File: config.mk
export PLATFORM = sky130hd
export DESIGN_NAME = sideband_commit_ctrl
export DESIGN_NICKNAME = d
export VERILOG_FILES = /design/src/rtl/sideband_commit_ctrl.sv
export SDC_FILE = /design/constraint.sdc
export NUM_CORES = 1
export LEC_CHECK = 0
export CORE_AREA = 4 4 69 87
export CTS_CLUSTER_SIZE = 14
export DETAILED_ROUTE_END_ITERATION = 10
export DIE_AREA = 0 0 73 91
export HOLD_SLACK_MARGIN = 0.1
export PLACE_DENSITY = 0.54
export SLEW_MARGIN = 15
export SYNTH_ARGS = -nofsm -noshare
export SYNTH_HDL_FRONTEND = slang
export SYNTH_SLANG_ARGS = --single-unit
File: constraint.sdc
create_clock -name clk -period 2.47 [get_ports clk]
set_input_delay 0.494 -clock clk [delete_from_list [all_inputs] [get_ports clk]]
set_output_delay 0.494 -clock clk [all_outputs]
set_load 0.01 [all_outputs]
File: src/rtl/sideband_commit_ctrl.sv
`default_nettype none
// +--------------------------------------------------------------------------+
// | Module      : sideband_commit_ctrl                                       |
// | Description : Write-side sequencer for the 512x20 sideband FIFO. Tracks  |
// |               ingress frames, builds the {src, mask, len} descriptor,    |
// |               commits accepted frames and rewinds the frame buffer on    |
// |               filter drops and SOP aborts.                               |
// | Options     : SIDEBAND_STATS_EN adds commit/drop/abort counters.         |
// | Revision    : 1.0 - initial release                                      |
// +--------------------------------------------------------------------------+
module sideband_commit_ctrl #(
  parameter int LEN_W   = 12,
  parameter int N_PORTS = 4
) (
  input  logic                       clk,
  input  logic                       reset,
  input  logic                       in_valid,
  output logic                       in_ready,
  input  logic                       in_sop,
  input  logic                       in_eop,
  input  logic [$clog2(N_PORTS)-1:0] in_src,
  input  logic                       flt_dest_valid,
  input  logic [N_PORTS-1:0]         flt_dest_mask,
  input  logic                       flt_drop,
  output logic [19:0]                sb_wdata,
  output logic                       sb_wen,
  input  logic                       sb_full,
  output logic                       fb_rst_wptr,
`ifdef SIDEBAND_STATS_EN
  output logic                       busy,
  output logic [15:0]                stat_commit,
  output logic [15:0]                stat_drop,
  output logic [15:0]                stat_abort
`else
  output logic                       busy
`endif
);

  localparam logic [2:0] c_st_idle    = 3'd0;
  localparam logic [2:0] c_st_hdr     = 3'd1;
  localparam logic [2:0] c_st_scan    = 3'd2;
  localparam logic [2:0] c_st_wait    = 3'd3;
  localparam logic [2:0] c_st_commit  = 3'd4;
  localparam logic [2:0] c_st_discard = 3'd5;

  // The descriptor length field is 12 bits, so the count never goes past 4095.
  localparam logic [LEN_W-1:0] c_len_max = (LEN_W > 12) ? LEN_W'(12'hFFF) : {LEN_W{1'b1}};

  logic [2:0]                 r_state;
  logic [2:0]                 w_next;
  logic [$clog2(N_PORTS)-1:0] r_src;
  logic [N_PORTS-1:0]         r_mask;
  logic [LEN_W-1:0]           r_len;
  logic                       r_len_sat;
  logic                       r_fb_rst;
  logic [11:0]                w_len_fld;

  logic w_beat;
  logic w_start;
  logic w_len_inc;
  logic w_mask_ld;
  logic w_rw_drop;
  logic w_rw_abort;

  assign w_beat = in_valid & in_ready;

  generate
    if (LEN_W >= 12) begin : g_len_trunc
      assign w_len_fld = r_len[11:0];
    end else begin : g_len_pad
      assign w_len_fld = {{(12-LEN_W){1'b0}}, r_len};
    end
  endgenerate

  // State register.
  always_ff @(posedge clk or negedge reset) begin
    if (!reset) begin
      r_state <= c_st_idle;
    end else begin
      r_state <= w_next;
    end
  end

  // Next-state decode plus the per-cycle datapath events it implies.
  // An SOP abort outranks a same-cycle filter drop: the old frame is rewound
  // either way and the new frame must start tracking on this beat.
  always_comb begin
    w_next     = r_state;
    w_start    = 1'b0;
    w_len_inc  = 1'b0;
    w_mask_ld  = 1'b0;
    w_rw_drop  = 1'b0;
    w_rw_abort = 1'b0;
    case (r_state)
      c_st_idle: begin
        if (w_beat && in_sop) begin
          w_start = 1'b1;
          w_next  = in_eop ? c_st_wait : c_st_hdr;
        end
      end
      c_st_hdr, c_st_scan: begin
        if (w_beat && in_sop) begin
          w_rw_abort = 1'b1;
          w_start    = 1'b1;
          w_next     = in_eop ? c_st_wait : c_st_hdr;
        end else if (flt_drop) begin
          if (w_beat && in_eop) begin
            w_rw_drop = 1'b1;
            w_next    = c_st_idle;
          end else begin
            w_next = c_st_discard;
          end
        end else begin
          w_len_inc = w_beat;
          if ((r_state == c_st_hdr) && flt_dest_valid) begin
            // Verdict and EOP together leave nothing to wait for.
            w_mask_ld = 1'b1;
            w_next    = (w_beat && in_eop) ? c_st_commit : c_st_scan;
          end else if (w_beat && in_eop) begin
            w_next = (r_state == c_st_hdr) ? c_st_wait : c_st_commit;
          end
        end
      end
      c_st_wait: begin
        if (flt_drop) begin
          w_rw_drop = 1'b1;
          w_next    = c_st_idle;
        end else if (flt_dest_valid) begin
          w_mask_ld = 1'b1;
          w_next    = c_st_commit;
        end
      end
      c_st_commit: begin
        if (!sb_full) begin
          w_next = c_st_idle;
        end
      end
      c_st_discard: begin
        if (w_beat && in_sop) begin
          w_rw_abort = 1'b1;
          w_start    = 1'b1;
          w_next     = in_eop ? c_st_wait : c_st_hdr;
        end else if (w_beat && in_eop) begin
          w_rw_drop = 1'b1;
          w_next    = c_st_idle;
        end
      end
      default: begin
        w_next = c_st_idle;
      end
    endcase
  end

  // State-decoded outputs. The write strobe uses the live full flag so the
  // write lands in the first non-full COMMIT cycle.
  always_comb begin
    in_ready = (r_state != c_st_wait) && (r_state != c_st_commit);
    busy     = (r_state != c_st_idle);
    sb_wen   = (r_state == c_st_commit) && !sb_full;
  end

  // Descriptor fields, saturating length counter and the rewind pulse.
  always_ff @(posedge clk or negedge reset) begin
    if (!reset) begin
      r_src     <= '0;
      r_mask    <= '0;
      r_len     <= '0;
      r_len_sat <= 1'b0;
      r_fb_rst  <= 1'b0;
    end else begin
      r_fb_rst <= w_rw_drop | w_rw_abort;
      if (w_start) begin
        r_src     <= in_src;
        r_len     <= LEN_W'(1);
        r_len_sat <= 1'b0;
      end else if (w_len_inc) begin
        if (r_len == c_len_max) begin
          r_len_sat <= 1'b1;
        end else begin
          r_len <= r_len + LEN_W'(1);
        end
      end
      if (w_mask_ld) begin
        r_mask <= flt_dest_mask;
      end
    end
  end

  assign sb_wdata    = {r_src, r_mask, 1'b0, r_len_sat, w_len_fld};
  assign fb_rst_wptr = r_fb_rst;

`ifdef SIDEBAND_STATS_EN
  // Wrapping event counters for commits, filter-drop rewinds and SOP aborts.
  always_ff @(posedge clk or negedge reset) begin
    if (!reset) begin
      stat_commit <= '0;
      stat_drop   <= '0;
      stat_abort  <= '0;
    end else begin
      if (sb_wen)     stat_commit <= stat_commit + 16'd1;
      if (w_rw_drop)  stat_drop   <= stat_drop + 16'd1;
      if (w_rw_abort) stat_abort  <= stat_abort + 16'd1;
    end
  end
`endif

endmodule
`default_nettype wire
==> results.md <==
- Area contributors post-synth: sky130_fd_sc_hd__dfrtp_1 (38%), sky130_fd_sc_hd__nand2_1 (4.7%), sky130_fd_sc_hd__mux2i_1 (4.6%)
- Nets in the synthesized netlist: 179
- IO Count: 38
- Global-route congestion overflow total: 0
- Weighted congestion at the end of routability-driven global placement: 0.863
- Number of global-route vias before repair: 1358
- Ratio of cells with drive above 1 in the final layout: 0.141
- Mux contribution to synthesized area: 0.0905
- Area share of the largest cell type after synthesis: 0.379
- Critical R2R Launch: r_state[2]
- N_diodes: 0
- Number of distinct standard cells referenced by the synthesized netlist: 49
- Required time at the endpoint of the critical path: 1.98 ns
- Vias post-DR: 1384
- Area inside the core boundary: 0.00512 mm2
- Worst skew pair latency: 0.26 ns
- Share of the synthesized area in compound gates (AO/OA/AOI/OAI): 0.184
- TritonCTS clock tree: done
- First-pass GRT wire length: 6470 um
- Worst-case clock buffer depth: 2
- Via density: 5.18
- Top-count cell post-synth: sky130_fd_sc_hd__dfrtp_1
- Final TNS setup: 0 ns
- Routed wirelength normalized by instance count: 14.1 um
- Post-route minimum period: 2.32 ns
- Proportion of synthesized flip-flops having asynchronous set or reset: 1.00
- Hold Path Origin: r_src[0]
- Achievable clock frequency: 431 MHz
- Xor and xnor area share after synthesis: 0.0165
- Startpoint Class: flop
- Post-cts hold buffer count: 0
- H-tree depth: 1
- Sequential element share of the synthesized area: 0.379
- Worst setup skew after layout: 0.00363 ns
- Die footprint: 0.00664 mm2
- Hold WS: 0.490 ns
- Starting Density: 0.297
- Overall Global Routing Usage: 0.118
- Clock transition at the registers of the reported paths: 0.08 ns
- Syn Area/Cell: 9.27 um2
- Number of max-cap violations: 0
- Area growth from synthesis to layout: 33.8%
- Pin count of the biggest net entering global routing: 24
- Detailed Route WL: 3750 um
- Iteration-0 DRC Markers: 56
- Num Clock Sinks: 23
- Port bufs: 36
- Worst-case vdd ir drop: 0.000410 V
- Routed Antenna Nets: 0
- # rows: 29
- Worst slew margin: 0.622
- Endpoint type of the worst setup path: output pin
- Syn Inst Count: 164
- RSZ-0062 raised after global routing: false
- Post CTS Setup Buffer Count: 0
- Outcome: finished, final reports clean
- Final setup viols: 0
- Area of the mapped netlist: 0.00152 mm2
- Final Cycle Share: 0.939
- Top cells by count, synth: sky130_fd_sc_hd__dfrtp_1 (23), sky130_fd_sc_hd__nand2_1 (19), sky130_fd_sc_hd__a21oi_1 (12), sky130_fd_sc_hd__mux2i_1 (7), sky130_fd_sc_hd__nor3_1 (7)
- PD cells: 784 mW/mm2
- Crit. Startpoint: r_state[2]
- Data arrival at the endpoint of the critical path: 1.83 ns
- Net count of the finished layout: 221
- Syn. warnings: 0
- Antenna violations before repair: 0
- DR pass1 iterations: 4
- Flop and latch count out of synthesis: 23
- Cell type with the largest total area after synthesis: sky130_fd_sc_hd__dfrtp_1
- Final slew viol count: 0
- Worst-margin pin slew: 0.562 ns
- Horiz. Die Dim: 73 um
- Largest family of logic cells by synthesized area: simple AND/OR/NAND/NOR gates
- Drc violations: 0
- Cell chosen for the clock root: sky130_fd_sc_hd__clkbuf_8
- Adder-cell share of the synthesized area: 0.00823
- Simple-Gate Fraction of Synth Area: 0.258
- Die Y-Extent: 91 um
- HP Class: flop to flop
- Cells resized by post-CTS repair: 0
- Leak Pwr: 0.000807 uW
- CTS Buf Count: 3
- Post-DP HPWL: 2900 um
- Ys flop type: sky130_fd_sc_hd__dfrtp_1
- Number of flops mapped to enable cells by yosys: 0
- Kind of critical path: flop to output pin
- Critical path peak fanout: 9
- Fin. Hold Viols: 0
## power by group
group          internal, uW  leakage (uW)  switching, uW
Combinational           423      0.000480            371
Clock                   113     0.0000255            121
Sequential              464      0.000302            105
Total                   999      0.000807            596
## stage by stage
step                       util  total power [uW]  instance area, um2  setup WS [ns]  cells
final                     0.398              1600                2030          0.150    267
after global routing      0.398              1710                2030         0.0667    267
after CTS                 0.398              1620                2030          0.135    267
after detailed placement  0.389              1370                1990         0.0941    263
after global placement    0.389              1380                1990          0.122    263
after floorplan               -              1060                1520          0.686    164
## cells by family after synthesis
family                     count (synthesis)
other                                      1
DFF                                       23
and+or+nand+nor                           67
buffers and inverters                     18
AOI/OAI and AO/OA                         39
adders and majority gates                  1
xor gates and xnor gates                   2
muxes                                     13
## worst max-delay path, cell delays in order (launching register included)
cell,delay (ns)
sky130_fd_sc_hd__dfrtp_1,0.54
sky130_fd_sc_hd__inv_1,0.17
sky130_fd_sc_hd__nor3_1,0.28
sky130_fd_sc_hd__a21oi_1,0.08
sky130_fd_sc_hd__clkdlybuf4s50_1,0.49
## worst paths after layout
| check | to | slack [ns] | depth (start not counted) |
|---|---|---|---|
| max in group asynchronous | r_len[4] | 1.65 | 2 |
| worst min-delay path | r_src[0] | 0.49 | 2 |
| min in group asynchronous | fb_rst_wptr | 0.58 | 2 |
| worst min register to register | r_src[0] | 0.49 | 2 |
| worst max-delay path | in_ready | 0.15 | 4 |
| worst max register to register | r_state[0] | 0.39 | 5 |
## final cells by class
cell class | instances | area [um2]
Timing Repair Buffer | 50 | 465
Fill cell | 523 | 3080
Tap cell | 62 | 77.6
Sequential cell | 23 | 576
Clock buffer | 3 | 41.3
Clock inverter | 1 | 5.00
Multi-Input combinational cell | 123 | 851
Inverter | 5 | 18.8
## registers in the layout, summed over array words and instances, names as in the netlist
signal / count
r_len: 12
r_mask: 4
r_state: 3
r_src: 2
fb_rst_wptr: 1
r_len_sat: 1
## per-layer routing
metal | part of all wire | routed length, um | track usage | vias to the layer above
li1 | - | - | - | 686
met1 | 0.44 | 1670 | 0.152 | 662
met2 | 0.50 | 1880 | 0.201 | 28
met3 | 0.036 | 137 | 0.0133 | 8
met4 | 0.018 | 69 | 0.0431 | 0
met5 | 0 | 0 | 0 | -
## placed cells by master (no fill, tap or decap), types with 2 or more instances in the layout
cell type,netlist,layout
sky130_fd_sc_hd__nand4_1,3,3
sky130_fd_sc_hd__buf_4,3,14
sky130_fd_sc_hd__o21ai_0,5,5
sky130_fd_sc_hd__mux2_2,4,4
sky130_fd_sc_hd__nor4b_1,2,2
sky130_fd_sc_hd__nand2b_1,3,3
sky130_fd_sc_hd__or4_1,2,2
sky130_fd_sc_hd__nand3b_1,2,2
sky130_fd_sc_hd__clkbuf_8,0,3
sky130_fd_sc_hd__o41ai_1,2,2
sky130_fd_sc_hd__and2b_1,2,2
sky130_fd_sc_hd__o2111ai_1,2,2
sky130_fd_sc_hd__nor2b_1,2,2
sky130_fd_sc_hd__mux2i_1,7,7
sky130_fd_sc_hd__and2_1,4,4
sky130_fd_sc_hd__nand2_1,19,19
sky130_fd_sc_hd__a2111oi_0,4,4
sky130_fd_sc_hd__a21oi_1,12,12
sky130_fd_sc_hd__nor3_1,7,7
sky130_fd_sc_hd__nand3_1,3,3
sky130_fd_sc_hd__inv_1,5,5
sky130_fd_sc_hd__nor2_1,5,5
sky130_fd_sc_hd__and3_1,3,3
sky130_fd_sc_hd__mux2_1,2,2
sky130_fd_sc_hd__o311ai_0,2,2
sky130_fd_sc_hd__o31ai_1,3,3
sky130_fd_sc_hd__dfrtp_1,23,23
sky130_fd_sc_hd__or3_1,4,4
sky130_fd_sc_hd__clkdlybuf4s50_1,0,36
No activity file was read; power rests on OpenSTA's default activity.
